==> config.mk <==
export PLATFORM = sky130hd
export DESIGN_NAME = serial_subtractor
export DESIGN_NICKNAME = d
export VERILOG_FILES = /design/src/rtl/serial_subtractor.sv
export SDC_FILE = /design/constraint.sdc
export NUM_CORES = 1
export LEC_CHECK = 0
export ABC_AREA = 1
export CAP_MARGIN = 20
export CORE_UTILIZATION = 40
export CTS_BUF_LIST = sky130_fd_sc_hd__clkbuf_16
export CTS_CLUSTER_SIZE = 16
export DETAILED_ROUTE_END_ITERATION = 8
export GPL_TIMING_DRIVEN = 0
export PLACE_DENSITY = 0.65
export SLEW_MARGIN = 20
export SYNTH_ARGS = -nofsm -noshare
export SYNTH_HDL_FRONTEND = slang
export SYNTH_SLANG_ARGS = --single-unit
export TNS_END_PERCENT = 1
==> constraint.sdc <==
create_clock -name clk -period 1.2 [get_ports clk]
set_input_delay 0.3 -clock clk [delete_from_list [all_inputs] [get_ports clk]]
set_output_delay 0.3 -clock clk [all_outputs]
set_load 0.02 [all_outputs]
==> src/rtl/serial_subtractor.sv <==
// Bit-serial two's-complement subtractor (diff = a - b), LSB first, one full-adder cell.
// Optional signed-overflow output enabled by defining SUB_OVERFLOW_EN.
module serial_subtractor #(
  parameter int WIDTH = 8
) (
  input  logic             clk,
  input  logic             reset,
  input  logic             start,
  input  logic [WIDTH-1:0] a,
  input  logic [WIDTH-1:0] b,
  output logic             busy,
  output logic             done,
  output logic [WIDTH-1:0] diff,
  output logic             borrow
`ifdef SUB_OVERFLOW_EN
  ,
  output logic             overflow
`endif
);

  localparam int CW = $clog2(WIDTH + 1);
  localparam logic [CW-1:0] LAST_BIT = CW'(WIDTH - 1);

  typedef enum logic [1:0] {IDLE, RUN, DONE} state_t;

  state_t           state_q, state_d;
  logic [WIDTH-1:0] a_sh_q, a_sh_d, b_sh_q, b_sh_d, res_q, res_d, diff_q, diff_d;
  logic [CW-1:0]    cnt_q, cnt_d;
  logic             carry_q, carry_d, borrow_q, borrow_d;
  logic             busy_q, busy_d, done_q, done_d;
  logic             nb, s, cout;
`ifdef SUB_OVERFLOW_EN
  logic             a_msb_q, a_msb_d, b_msb_q, b_msb_d, ovf_q, ovf_d;
`endif

  // Single full-adder cell on a and ~b; carry preset to 1 completes the two's complement.
  assign nb   = ~b_sh_q[0];
  assign s    = a_sh_q[0] ^ nb ^ carry_q;
  assign cout = (a_sh_q[0] & nb) | (carry_q & (a_sh_q[0] ^ nb));

  always_comb begin
    // NOTE: every signal gets a default before the case so no path leaves it unassigned (no latches).
    state_d  = state_q;
    a_sh_d   = a_sh_q;
    b_sh_d   = b_sh_q;
    res_d    = res_q;
    cnt_d    = cnt_q;
    carry_d  = carry_q;
    diff_d   = diff_q;
    borrow_d = borrow_q;
`ifdef SUB_OVERFLOW_EN
    a_msb_d  = a_msb_q;
    b_msb_d  = b_msb_q;
    ovf_d    = ovf_q;
`endif
    unique case (state_q)
      IDLE, DONE: begin
        if (start) begin
          a_sh_d  = a;
          b_sh_d  = b;
          carry_d = 1'b1;
          cnt_d   = '0;
          state_d = RUN;
`ifdef SUB_OVERFLOW_EN
          a_msb_d = a[WIDTH-1];
          b_msb_d = b[WIDTH-1];
`endif
        end else if (state_q == DONE) begin
          state_d = IDLE;
        end
      end
      RUN: begin
        a_sh_d  = a_sh_q >> 1;
        b_sh_d  = b_sh_q >> 1;
        res_d   = {s, res_q[WIDTH-1:1]};
        carry_d = cout;
        cnt_d   = cnt_q + CW'(1);
        if (cnt_q == LAST_BIT) begin
          diff_d   = {s, res_q[WIDTH-1:1]};
          borrow_d = ~cout;
          state_d  = DONE;
`ifdef SUB_OVERFLOW_EN
          ovf_d    = (a_msb_q != b_msb_q) & (s != a_msb_q);
`endif
        end
      end
      default: state_d = IDLE;
    endcase
    busy_d = (state_d == RUN);
    done_d = (state_d == DONE);
  end

  // NOTE: sequential state uses non-blocking assignments so all flops update together at the edge.
  always_ff @(posedge clk or posedge reset) begin
    if (reset) begin
      state_q  <= IDLE;
      a_sh_q   <= '0;
      b_sh_q   <= '0;
      res_q    <= '0;
      cnt_q    <= '0;
      carry_q  <= 1'b0;
      diff_q   <= '0;
      borrow_q <= 1'b0;
      busy_q   <= 1'b0;
      done_q   <= 1'b0;
`ifdef SUB_OVERFLOW_EN
      a_msb_q  <= 1'b0;
      b_msb_q  <= 1'b0;
      ovf_q    <= 1'b0;
`endif
    end else begin
      state_q  <= state_d;
      a_sh_q   <= a_sh_d;
      b_sh_q   <= b_sh_d;
      res_q    <= res_d;
      cnt_q    <= cnt_d;
      carry_q  <= carry_d;
      diff_q   <= diff_d;
      borrow_q <= borrow_d;
      busy_q   <= busy_d;
      done_q   <= done_d;
`ifdef SUB_OVERFLOW_EN
      a_msb_q  <= a_msb_d;
      b_msb_q  <= b_msb_d;
      ovf_q    <= ovf_d;
`endif
    end
  end

  assign busy   = busy_q;
  assign done   = done_q;
  assign diff   = diff_q;
  assign borrow = borrow_q;
`ifdef SUB_OVERFLOW_EN
  assign overflow = ovf_q;
`endif

endmodule

Word level (Yosys, flattened, before mapping)
Cells that the tools add are included.
- add/subtract/negate cells: 1
- equality and inequality tests: 6
- muxes and demuxes: 12
- bitwise logic cells: 7
- reduce and logical (&&, ||, !) cells: 5
- operators with widths (cell ; count):
    $pmux 8 s2 ; 2
    $mux 8 ; 2
    $pmux 4 s2 ; 1
    $mux 2 ; 3
    $add 4x1->4 const B ; 1
    $eq 2x1->1 const B ; 2
    $eq 2x2->1 const B ; 2
    $eq 4x3->1 const B ; 1
    $mux 4 ; 1
    $pmux 2 s2 ; 1
    $reduce_and 2->1 ; 2
    $and 1x1->1 ; 2
    $logic_not 2->1 ; 1
    $ne 2x2->1 const B ; 1
    $not 1->1 ; 2
    $pmux 1 s2 ; 1
    $reduce_bool 2->1 ; 1
    $reduce_or 2->1 ; 1
    $xor 1x1->1 ; 2
    $mux 1 ; 1
    $or 1x1->1 ; 1
- bits in registers: 42
- bits of input ports: 19
- output and inout bits: 11
- logic and storage cells: 41

Logic depth before layout (Yosys ltp)
Gate-level depths: netlist of the first run.
- depth in word-level cells: 5
- gate-level depth with buffers: 7
- depth with buffers taken out: 6

Least setup slack after synthesis of the first run
OpenSTA, ideal clock, no wires.
- kind: register -> register
- start: register cnt_q[0]
- end: register diff_q[7], in the netlist diff[7]
- library setup time: 0.117 ns
- data arrival time: 1.036 ns
- data required time: 1.083 ns
- slack: 0.047 ns
- cell stages (with the launch flop): 7
- path buffers: 0
- period minus slack after synthesis: 1.153 ns
- path through: dfrtp_1 -> ha_1 -> nand2_1 -> nor2_1 -> nand2_1 -> nand2_1 -> nand2_1
- cells in the longest elaborated chain, start to end: 2
- RTL lines (what ; RTL line ; source):
    start: declaration ; 28 ; logic [CW-1:0] cnt_q, cnt_d;
    start signal: assignment ; 116 ; cnt_q <= cnt_d;
    $eq 4x3->1 ; 78 ; if (cnt_q == LAST_BIT) begin
    $reduce_and 2->1 (no line) ; -- ;
    end signal: assignment ; 118 ; diff_q <= diff_d;
    end: declaration ; 27 ; logic [WIDTH-1:0] a_sh_q, a_sh_d, b_sh_q, b_sh_d, res_q, res_d, diff_q, diff_d;
No other way between the ends.
A chain may end at the register's enable or synchronous reset.

Worst setup path after layout of the first run
- start: register state_q[0]
- end: register cnt_q[2]
- cells in the longest elaborated chain, start to end: 4
- elaborated cells on any way between the ends: 8
- those cells by class: eq/ne (3); mux (1); reduce/logical (4)
- RTL lines (what ; RTL line ; source):
    start: declaration ; 26 ; state_t state_q, state_d;
    start signal: assignment ; 112 ; state_q <= state_d;
    $eq 2x2->1 or $logic_not 2->1 (tied branches) ; 56 ; unique case (state_q)
    $reduce_or 2->1 ; 56 ;
    $ne 2x2->1 (no line) or $reduce_bool 2->1 (tied branches) ; -- ;
    $reduce_and 2->1 (no line) ; -- ;
Several ways; a longest one is shown, not always the timed one.

==> summary.txt, run 1 <==
Die width: 68.7 µm
Die area: 4720 µm²
WP buf/inv: 2
Pre-antenna DRT Iters: 4
Sequential fraction of the synthesis area: 0.577
Post-Syn Instances: 223
WL final: 3.88 mm
Pwr per Cell Area: 2670 nW/µm²
GRT Total Usage: 0.189
Setup TNS: 0 ps
Area delta synth->final: 34.7%
Worst slew pin tran: 878 ps
Cells after DPL: 302
Antenna-violating nets left: 0
Avg WL per Cell: 12.1 µm
Via Count: 1,479
Slowest-stage cell, CP: dfrtp_2
Worst skew pair latency: 280 ps
Setup Skew: 2.96 ps
Critical path launch point type: flop
Power share of the clock group: 0.199
Netlist cell types: 18
Clk buf depth: 2
CTS tree: yes
Final number of setup-violating endpoints: 0
Seq cells post-synth: 41
H-tree depth: 2
R2R Path Start: state_q[0]
Area share of fa/ha/maj cells after synthesis: 0.0183
Fin. max-slew vios: 0
Status: complete, no violations
Yosys warning count: 0
Syn nets: 244
Worst Setup End Kind: flop
Root Driver: clkbuf_16
Total CTS buffers: 5
Initial Util: 0.429
P_leak: 1.31 nW
Largest net degree at the start of global routing: 42
Hold_buf cts: 0
Clk sinks: 41
Critical path class: reg -> reg
Xor/xnor cell area share of the yosys netlist: 0
Gpl congestion: 0.693
CTS clk-pin slew, worst paths: 60 ps
Number of cell rows: 23
Fin crit share: 0.981
Commonest non-fill, non-tap cell in the layout: nand2_1
Net Switching: 0.00255 W
Post-Layout Cell Count: 321
Max-Slew Margin vs Limit: 0.413
Synth Area in Simple Gates: 0.318
First-pass GRT wire length: 6.18 mm
Net Sw Frac: 0.398
Pint: 0.00385 W
Gr ovfl total: 0
DP Wirelength: 2.26 mm
Vias in the first global route: 1,324
Combinational family with the most area after synthesis: simple AND/OR/NAND/NOR gates
Max_cap viols: 0
Core area: 4140 µm²
RSZ-0062 raised after global routing: yes
R2r endpoint: cnt_q[2]
CP required: 1420 ps
DR vias/cell: 4.61
Drc violations: 0
Chip Height: 68.7 µm
R2r worst-path depth: 5
Seq pwr share: 0.375
Synth Cell Area: 1780 µm²
Min Tclk post-route: 1180 ps
I/O pin total: 30
Largest stage delay, worst path: 420 ps
# port buffers: 29
Average size of a mapped cell: 7.98 µm²
Post-synthesis mux area share: 0
1st-iter DRT viols: 131
Hold WC Path Type: in -> async
Delay-heaviest family, CP: flip-flops
# nets final: 291
Share of cells above drive strength 1: 0.181
Diodes inserted: 0
Synth Area in Compound Gates: 0.0197
CP arrival: 1400 ps
VDD IR max: 1.06 mV
Achievable Freq: 0.849 GHz
Cells along the critical path: inv_2 > nor2_4 > clkbuf_4 > nand3_1 > nand2_1
Highest-count cells in the layout ignoring fill and taps: nand2_1 (124), dfrtp_1 (40), inv_1 (21)
CP max FO: 10
Gate power share: 0.426
FF-to-FF setup slack: 20 ps
Final Hold Viols: 0
Initial antenna violation count: 0
## sequential cells by signal (all words and copies together), names as in the netlist
| register | count |
|---|---|
| done | 1 |
| busy | 1 |
| b_sh_q | 8 |
| diff | 8 |
| cnt_q | 4 |
| a_sh_q | 8 |
| borrow | 1 |
| carry_q | 1 |
| state_q | 2 |
| res_q | 7 |
## cell usage after synthesis
library cell  number  share of area
nand2_1          128           0.27
dfrtp_1           41           0.58
inv_1             22          0.046
nor2_1             6          0.013
o21ai_0            6          0.017
buf_2              4          0.011
nand3_1            4          0.011
nor2_2             2         0.0070
a21oi_1            1         0.0028
buf_4              1         0.0042
fa_1               1          0.011
ha_1               1         0.0070
inv_2              1         0.0021
inv_4              1         0.0035
nand2_2            1         0.0035
nand4_1            1         0.0035
nor2_4             1         0.0063
or2_2              1         0.0035
## worst max-delay path by stage
| stage | depth (start not counted) | to | from | slack [ps] |
|---|---|---|---|---|
| after floorplan | 6 | diff[7] | cnt_q[0] | 50 |
| after global placement | 8 | a_sh_q[0] | start | -460 |
| after detailed placement | 8 | a_sh_q[0] | start | -460 |
| after CTS | 1 | diff[1] | diff[1] | -20 |
| after global routing | 6 | diff[5] | state_q[0] | -60 |
| final | 5 | cnt_q[2] | state_q[0] | 20 |
## logic make-up (layout without fill, tap and decap cells)
logic type	count (synthesis)	count (layout)
and+or+nand+nor	144	146
DFF	41	41
buffers and inverters	29	75
AOI/OAI and AO/OA	7	7
adders and majority gates	2	2
## area by class of cell
type | instances | area (µm²)
inverters | 24 | 96.3
well taps | 50 | 62.6
fillers | 411 | 1750
multi-input cells | 155 | 711
repair buffers | 38 | 315
clock buffers | 5 | 125
plain buffers | 5 | 46.3
clock inverters | 3 | 12.5
flip-flops and latches | 41 | 1030
## timing repair
| item | CTS | global route |
|---|---|---|
| gates resized for setup | 52 | 21 |
| setup endpoints to repair | 38 | 35 |
| pin swaps | 2 | 6 |
| cloned | 1 | 2 |
| buffers inserted | 5 | 3 |
## per-layer routing
| layer | routed length (µm) | global-route usage | vias up |
|---|---|---|---|
| li1 | - | - | 759 |
| met3 | 168 | 0.0543 | 9 |
| met2 | 1840 | 0.293 | 30 |
| met4 | 78 | 0.0842 | 0 |
| met1 | 1790 | 0.245 | 681 |
| met5 | 0 | 0 | - |
## power groups by stage
| stage | combinational, W | sequential (W) | clock, W |
|---|---|---|---|
| floorplan | 0.00143 | 0.00252 | 0 |
| global placement | 0.00230 | 0.00237 | 0 |
| detailed placement | 0.00236 | 0.00239 | 0 |
| CTS | 0.00253 | 0.00236 | 0.00128 |
| global route | 0.00309 | 0.00248 | 0.00134 |
| finish | 0.00272 | 0.00240 | 0.00127 |
## metrics by stage
step	instance area, µm²	utilization	setup WS (ps)	hold slack [ps]	power [W]
4_1_cts	2320	0.559	-20.1	475	0.00617
5_1_grt	2400	0.578	-57.3	298	0.00692
3_3_place_gp	2140	0.515	-464	457	0.00467
6_report	2400	0.578	22.8	232	0.00639
2_1_floorplan	1780	-	47.0	285	0.00395
3_5_place_dp	2140	0.515	-464	464	0.00475
(Power assumes the default switching activity.)
==> run 2, diff against run 1 <==
--- a/config.mk
+++ b/config.mk
@@ -11,8 +11,8 @@
 export CTS_BUF_LIST = sky130_fd_sc_hd__clkbuf_16
 export CTS_CLUSTER_SIZE = 16
 export DETAILED_ROUTE_END_ITERATION = 8
+export DONT_BUFFER_PORTS = 1
 export GPL_TIMING_DRIVEN = 0
-export PLACE_DENSITY = 0.65
 export SLEW_MARGIN = 20
 export SYNTH_ARGS = -nofsm -noshare
 export SYNTH_HDL_FRONTEND = slang
==> run 2 against run 1 <==
Compared with the run above: non-clock buffer count is 29 lower; flip-flop and latch count stayed put; critical path depth is 2 lower; register-to-register slack better by 20 ps; combinational power is 13% lower; critical endpoint is now res_q[7].
==> summary.txt, run 2 (same netlist as run 1, synthesis figures left out) <==
Status: complete, no violations
Setup TNS: 0 ps (unchanged)
DR vias/cell: 4.66 (+1.2%)
Hold WC Path Type: in -> async
Critical path class: reg -> reg
Setup Skew: 5.55 ps (+2.59 ps)
Gpl congestion: 0.685 (-1.1%)
Worst slew pin tran: 879 ps (+0.611 ps)
Achievable Freq: 0.863 GHz (+1.5%)
Die width: 68.7 µm (unchanged)
Via Count: 1,361 (-8.0%)
Fillers: 411 (unchanged)
First-pass GRT wire length: 5.84 mm (-5.5%)
CP startpoint: carry_q
Critical path launch point type: flop
Root Driver: clkbuf_16
CP arrival: 1330 ps (-70 ps)
Worst Setup End Kind: flop
Highest-count cells in the layout ignoring fill and taps: nand2_1 (124), dfrtp_1 (40), inv_1 (20)
CTS tree: yes
H-tree depth: 2 (unchanged)
CP required: 1370 ps (-50 ps)
Total power: 0.00628 W (-1.8%)
Commonest non-fill, non-tap cell in the layout: nand2_1
WL final: 3.65 mm (-5.9%)
Core area: 4140 µm² (unchanged)
P_leak: 1.19 nW (-9.1%)
Number of cell rows: 23 (unchanged)
Share of cells above drive strength 1: 0.161 (-0.0197)
Max_cap viols: 0 (unchanged)
I/O pin total: 30 (unchanged)
Post-DP Area: 1850 µm² (-14%)
Max-Slew Margin vs Limit: 0.413 (about the same)
# nets final: 262 (-10%)
GR Layer Usage met2: 0.254 (-0.0392)
Avg WL per Cell: 12.5 µm (+3.5%)
Final Hold Viols: 0 (unchanged)
Post-Layout Cell Count: 292 (-9.0%)
Min Tclk post-route: 1160 ps (-17.9 ps)
M1 GR Usage: 0.235 (-0.0104)
R2r endpoint: res_q[7]
R2R Path Start: carry_q
Pwr per Cell Area: 2880 nW/µm² (+7.8%)
DP Wirelength: 2.09 mm (-7.6%)
GRT met3 Usage: 0.0674 (+0.0132)
Cells after DPL: 273 (-9.6%)
End-of-flow core utilization: 0.526 (-0.0519)
Post-route cell area: 2180 µm² (-9.0%)
CTS clk-pin slew, worst paths: 60 ps (about the same)
Vias in the first global route: 1,248 (-5.7%)
Antenna-violating nets left: 0 (unchanged)
Diodes inserted: 0 (unchanged)
Gr ovfl total: 0 (unchanged)
Drc violations: 0 (unchanged)
Die area: 4720 µm² (unchanged)
Fin. max-slew vios: 0 (unchanged)
Clk sinks: 41 (unchanged)
1st-iter DRT viols: 61 (-53%)
R2r worst-path depth: 3 (-2)
GRT Total Usage: 0.179 (-0.00955)
Final number of setup-violating endpoints: 0 (unchanged)
Busiest metal layer after global routing: met2
Chip Height: 68.7 µm (unchanged)
RSZ-0062 raised after global routing: yes
Worst skew pair latency: 280 ps (about the same)
Fin crit share: 0.966 (-0.0150)
Total CTS buffers: 5 (unchanged)
Clk buf depth: 2 (unchanged)
VDD IR max: 0.845 mV (-20%)
Area delta synth->final: 22.6%
FF-to-FF setup slack: 40 ps (+20 ps)
Initial antenna violation count: 0 (unchanged)
CP max FO: 2 (-8)
Largest net degree at the start of global routing: 42 (unchanged)
Initial Util: 0.429 (unchanged)
# port buffers: 0 (-100%)
Pre-antenna DRT Iters: 4 (unchanged)
run 2: cell types whose count changed in the layout (fill, tap and decap cells not counted), sizes merged:
| cell | change |
|---|---|
| clkinv | +1 |
| clkdlybuf4s50 | -16 |
| inv | -1 |
| buf | -10 |
| dlymetal6s2s | -2 |
| clkbuf | -1 |
run 2: worst max-delay path: stages, from the launching register on:
cell	delay [ps]
dfrtp_1	400
fa_1	500
nand2_1	80
o21ai_0	70
run 2: report_power, final:
| part | leakage (nW) | total (W) | internal [W] | switching [W] |
|---|---|---|---|---|
| registers | 0.516 | 0.00264 | 0.00200 | 0.000638 |
| clock network | 0.0687 | 0.00126 | 0.000751 | 0.000508 |
| logic | 0.606 | 0.00238 | 0.00102 | 0.00136 |
run 2: area by class of cell:
| cell class | count | area (µm²) | share of cell area |
|---|---|---|---|
| clock inverter | 3 | 12.5 | 0.00574 |
| tap | 50 | 62.6 | 0.0287 |
| inverter | 24 | 101 | 0.0465 |
| sequential | 41 | 1030 | 0.471 |
| multi-input combinational | 155 | 726 | 0.333 |
| timing repair buffer | 9 | 80.1 | 0.0367 |
| buffer | 5 | 46.3 | 0.0212 |
| clock buffer | 5 | 125 | 0.0574 |
run 2: how the worst max path moves through the flow:
| stage | endpoint | cells after the start |
|---|---|---|
| after floorplan | diff[7] | 6 |
| after global placement | diff[4] | 6 |
| after detailed placement | diff[3] | 6 |
| final | res_q[7] | 3 |
| after CTS | a_sh_q[0] | 7 |
| after global routing | diff[5] | 6 |
run 2: stage by stage:
stage | hold slack [ps] | worst slack, ps
2_1_floorplan | 285 | 47.0
3_3_place_gp | 392 | -159
3_5_place_dp | 394 | -198
4_1_cts | 89.2 | -21.1
5_1_grt | 129 | -32.1
6_report | 60.3 | 40.8
run 2: routing by layer:
metal / part of all wire / vias up
li1: - / 699
met1: 0.49 / 631
met2: 0.43 / 24
met3: 0.054 / 7
met4: 0.023 / 0
met5: 0 / -
run 2: repair_timing:
| item | in CTS | in global routing |
|---|---|---|
| buffers inserted | 4 | 5 |
| resized for setup | 12 | 18 |
| endpoints found under the setup margin | 18 | 33 |
| pin swaps | 2 | 6 |
| gates cloned | 1 | 1 |
| hold buffers | 0 | 0 |
==> run 3, diff against run 2 <==
--- a/config.mk
+++ b/config.mk
@@ -5,7 +5,6 @@
 export SDC_FILE = /design/constraint.sdc
 export NUM_CORES = 1
 export LEC_CHECK = 0
-export ABC_AREA = 1
 export CAP_MARGIN = 20
 export CORE_UTILIZATION = 40
 export CTS_BUF_LIST = sky130_fd_sc_hd__clkbuf_16
==> run 3 against run 2 <==
Compared with the run above: area after synthesis fell by 5.2%; clock power up 18%; synthesized cell count down 32%; critical endpoint is now diff[0]; flip-flop and latch count did not move; combinational power shrank 7%; via count shrank 12%; first-iteration DRC count shrank 18%; the flow now finishes with violations (negative setup slack); routed wire length rose by 0.36%; global-route usage rose by 0.20 points; register-to-register slack worse by 270 ps; non-clock buffer count increased by 6; clock-buffer cell count stayed put.
==> summary.txt, run 3 <==
Drc violations: 0 (unchanged)
Clk buf depth: 2 (unchanged)
Top FF cell, synth: dfrtp_1
Hold path startpoint: a[1]
Setup Skew: 5.63 ps (+0.0808 ps)
Root Driver: clkbuf_16
R2R Path Start: cnt_q[0]
Hold path depth: 2
Die area: 4480 µm² (-5.1%)
Final Hold Viols: 0 (unchanged)
Max-Slew Margin vs Limit: 0.788 (+0.375)
FF-to-FF setup slack: -230 ps (-270 ps)
Fin. max-slew vios: 0 (unchanged)
RSZ-0062 raised after global routing: yes
Syn nets: 173 (-29%)
FFs w/ async S/R, synth: 1.00 (unchanged)
Seq cells post-synth: 41 (unchanged)
Highest-count cells in the layout ignoring fill and taps: dfrtp_1 (40), nand2_1 (37), nand3_1 (13)
Initial antenna violation count: 0 (unchanged)
Share of the synthesized area in the top cell type: 0.608 (+0.0317)
WL final: 3.66 mm (+0.36%)
Hold WC Path Type: in -> reg
Post-DP Area: 1770 µm² (-4.1%)
Critical path class: reg -> reg
Vias in the first global route: 1,183 (-5.2%)
Violated checks: negative setup slack
Gr ovfl total: 0 (unchanged)
I/O pin total: 30 (unchanged)
Worst slew pin tran: 318 ps (-561 ps)
Achievable Freq: 0.701 GHz (-19%)
First-pass GRT wire length: 5.62 mm (-3.9%)
Average size of a mapped cell: 11.1 µm² (+39%)
Setup TNS: -2230 ps (-2230 ps)
WHS: 129 ps (+68.8 ps)
Setup ws final: -227 ps (-268 ps)
Post-Syn Instances: 152 (-32%)
CTS tree: yes
Post-synth EDFFs: 0 (unchanged)
Status: finished, violations left
P_leak: 1.04 nW (-13%)
Most frequent cell after synthesis: dfrtp_1
Top cells by count, synth: dfrtp_1 (41), nand2_1 (38), a22oi_1 (13), nand3_1 (13), mux2_2 (8)
End-of-flow core utilization: 0.534 (+0.00758)
Worst Setup End Kind: flop
Worst skew pair latency: 290 ps (about the same)
R2r endpoint: diff[0]
CP required: 1370 ps (about the same)
Cells along the critical path: ha_2 > nand2_4 > nor3_4 > buf_6 > buf_12 > mux2_4
Chip Height: 66.9 µm (-2.6%)
Share of cells above drive strength 1: 0.265 (+0.104)
Max_cap viols: 0 (unchanged)
Pwr per Cell Area: 2930 nW/µm² (+1.7%)
GRT Total Usage: 0.181 (+0.00195)
Area delta synth->final: 27.5%
Via Count: 1,201 (-12%)
R2r worst-path depth: 6 (+3)
Yosys warning count: 0 (unchanged)
# nets final: 190 (-27%)
DR vias/cell: 5.46 (+17%)
Fin crit share: 1.19 (+0.223)
Gpl congestion: 0.731 (+6.7%)
Core area: 4030 µm² (-2.8%)
Synth Cell Area: 1690 µm² (-5.2%)
Post-route cell area: 2150 µm² (-1.4%)
Hold endpoint: a_sh_q[1]
Largest net degree at the start of global routing: 29 (-31%)
Largest stage delay, worst path: 350 ps (-150 ps)
Critical path launch point type: flop
H-tree depth: 2 (unchanged)
Sequential fraction of the synthesis area: 0.608 (+0.0317)
Number of cell rows: 23 (unchanged)
CTS clk-pin slew, worst paths: 60 ps (about the same)
Avg WL per Cell: 16.7 µm (+33%)
CP max FO: 5 (+3)
Diodes inserted: 0 (unchanged)
Clk sinks: 41 (unchanged)
Die width: 66.9 µm (-2.6%)
DP Wirelength: 2.23 mm (+6.9%)
Fillers: 369 (-10%)
Yosys top cell by area: dfrtp_1
Total CTS buffers: 5 (unchanged)
Slowest-stage cell, CP: dfrtp_1
Final number of setup-violating endpoints: 15 (+15)
Commonest non-fill, non-tap cell in the layout: dfrtp_1
Total power: 0.00630 W (+0.35%)
Pre-antenna DRT Iters: 4 (unchanged)
# port buffers: 0 (unchanged)
Largest cells by area after synthesis: dfrtp_1 (61%), nand2_1 (8.5%), a22oi_1 (5.8%)
VDD IR max: 1.30 mV (+54%)
1st-iter DRT viols: 50 (-18%)
Netlist cell types: 23 (+5)
Min Tclk post-route: 1430 ps (+268 ps)
CP arrival: 1600 ps (+270 ps)
Antenna-violating nets left: 0 (unchanged)
Initial Util: 0.419 (-0.0107)
[run 3: changes by cell type in the layout (fill, tap and decap cells not counted), sizes merged, moves of 5 or more]
| cell | change |
|---|---|
| o21ai | -5 |
| nand3 | +9 |
| inv | -18 |
| nand2 | -92 |
| nor2 | -6 |
| a22oi | +13 |
| mux2 | +8 |
[run 3: metal layers]
metal  global-route usage  wire length [µm]
met3               0.0702               230
met2                0.301              1790
met1                0.205              1590
met5                    0                 0
met4               0.0798                59
[run 3: metrics by stage]
stage,setup WS (ps),std cells
floorplan,-256,152
global placement,-432,202
detailed placement,-444,203
CTS,-254,219
global route,-304,220
finish,-227,220
[run 3: final cells by class]
cell class | instances | area, µm² | area share
Buffer | 9 | 75.1 | 0.0349
Clock buffer | 5 | 125 | 0.0582
Clock inverter | 3 | 37.5 | 0.0175
Inverter | 3 | 11.3 | 0.00524
Multi-Input combinational cell | 98 | 674 | 0.314
Sequential cell | 41 | 1030 | 0.478
Tap cell | 50 | 62.6 | 0.0291
Timing Repair Buffer | 11 | 138 | 0.0640
[run 3: cell families (layout without fill, tap and decap cells)]
kind of cell,count (synthesis),count (layout),synth area share
AO/OA/AOI/OAI,19,19,0.0875
XOR/XNOR,1,1,0.00519
adder cells (fa/ha/maj),2,2,0.0193
buffers and inverters,13,31,0.0349
flip-flops,41,41,0.608
multiplexers,11,11,0.0712
AND/OR/NAND/NOR,65,65,0.174
[run 3: report_power, final]
group	internal, W	total, W	switching [W]
Clock	0.000966	0.00149	0.000521
Sequential	0.00200	0.00261	0.000611
Combinational	0.00111	0.00221	0.00110
Total	0.00407	0.00630	0.00223
[run 3: worst max-delay path by stage]
stage | startpoint | end | slack (ps) | cells after the start
floorplan | state_q[1] | diff[0] | -260 | 4
global placement | reset | b_sh_q[6] | -430 | 1
detailed placement | cnt_q[0] | diff[3] | -440 | 4
CTS | cnt_q[1] | diff[0] | -250 | 6
global route | cnt_q[0] | diff[2] | -300 | 6
finish | cnt_q[0] | diff[0] | -230 | 6
[run 3: repair_timing]
action | in CTS | in global routing
hold buffers | 1 | 0
gates resized for setup | 30 | 13
pin swaps | 3 | 2
setup buffers | 6 | 2
cloned | 1 | 0
hold endpoints to repair | 13 | 0
setup endpoints to repair | 41 | 37
[run 3: worst max-delay path, delay by kind of cell (launching register included)]
kind	cells	cell delay [ps]
flip-flops	1	350
AND/OR/NAND/NOR	2	190
adder cells (fa/ha/maj)	1	220
multiplexers	1	290
buffers and inverters	2	270
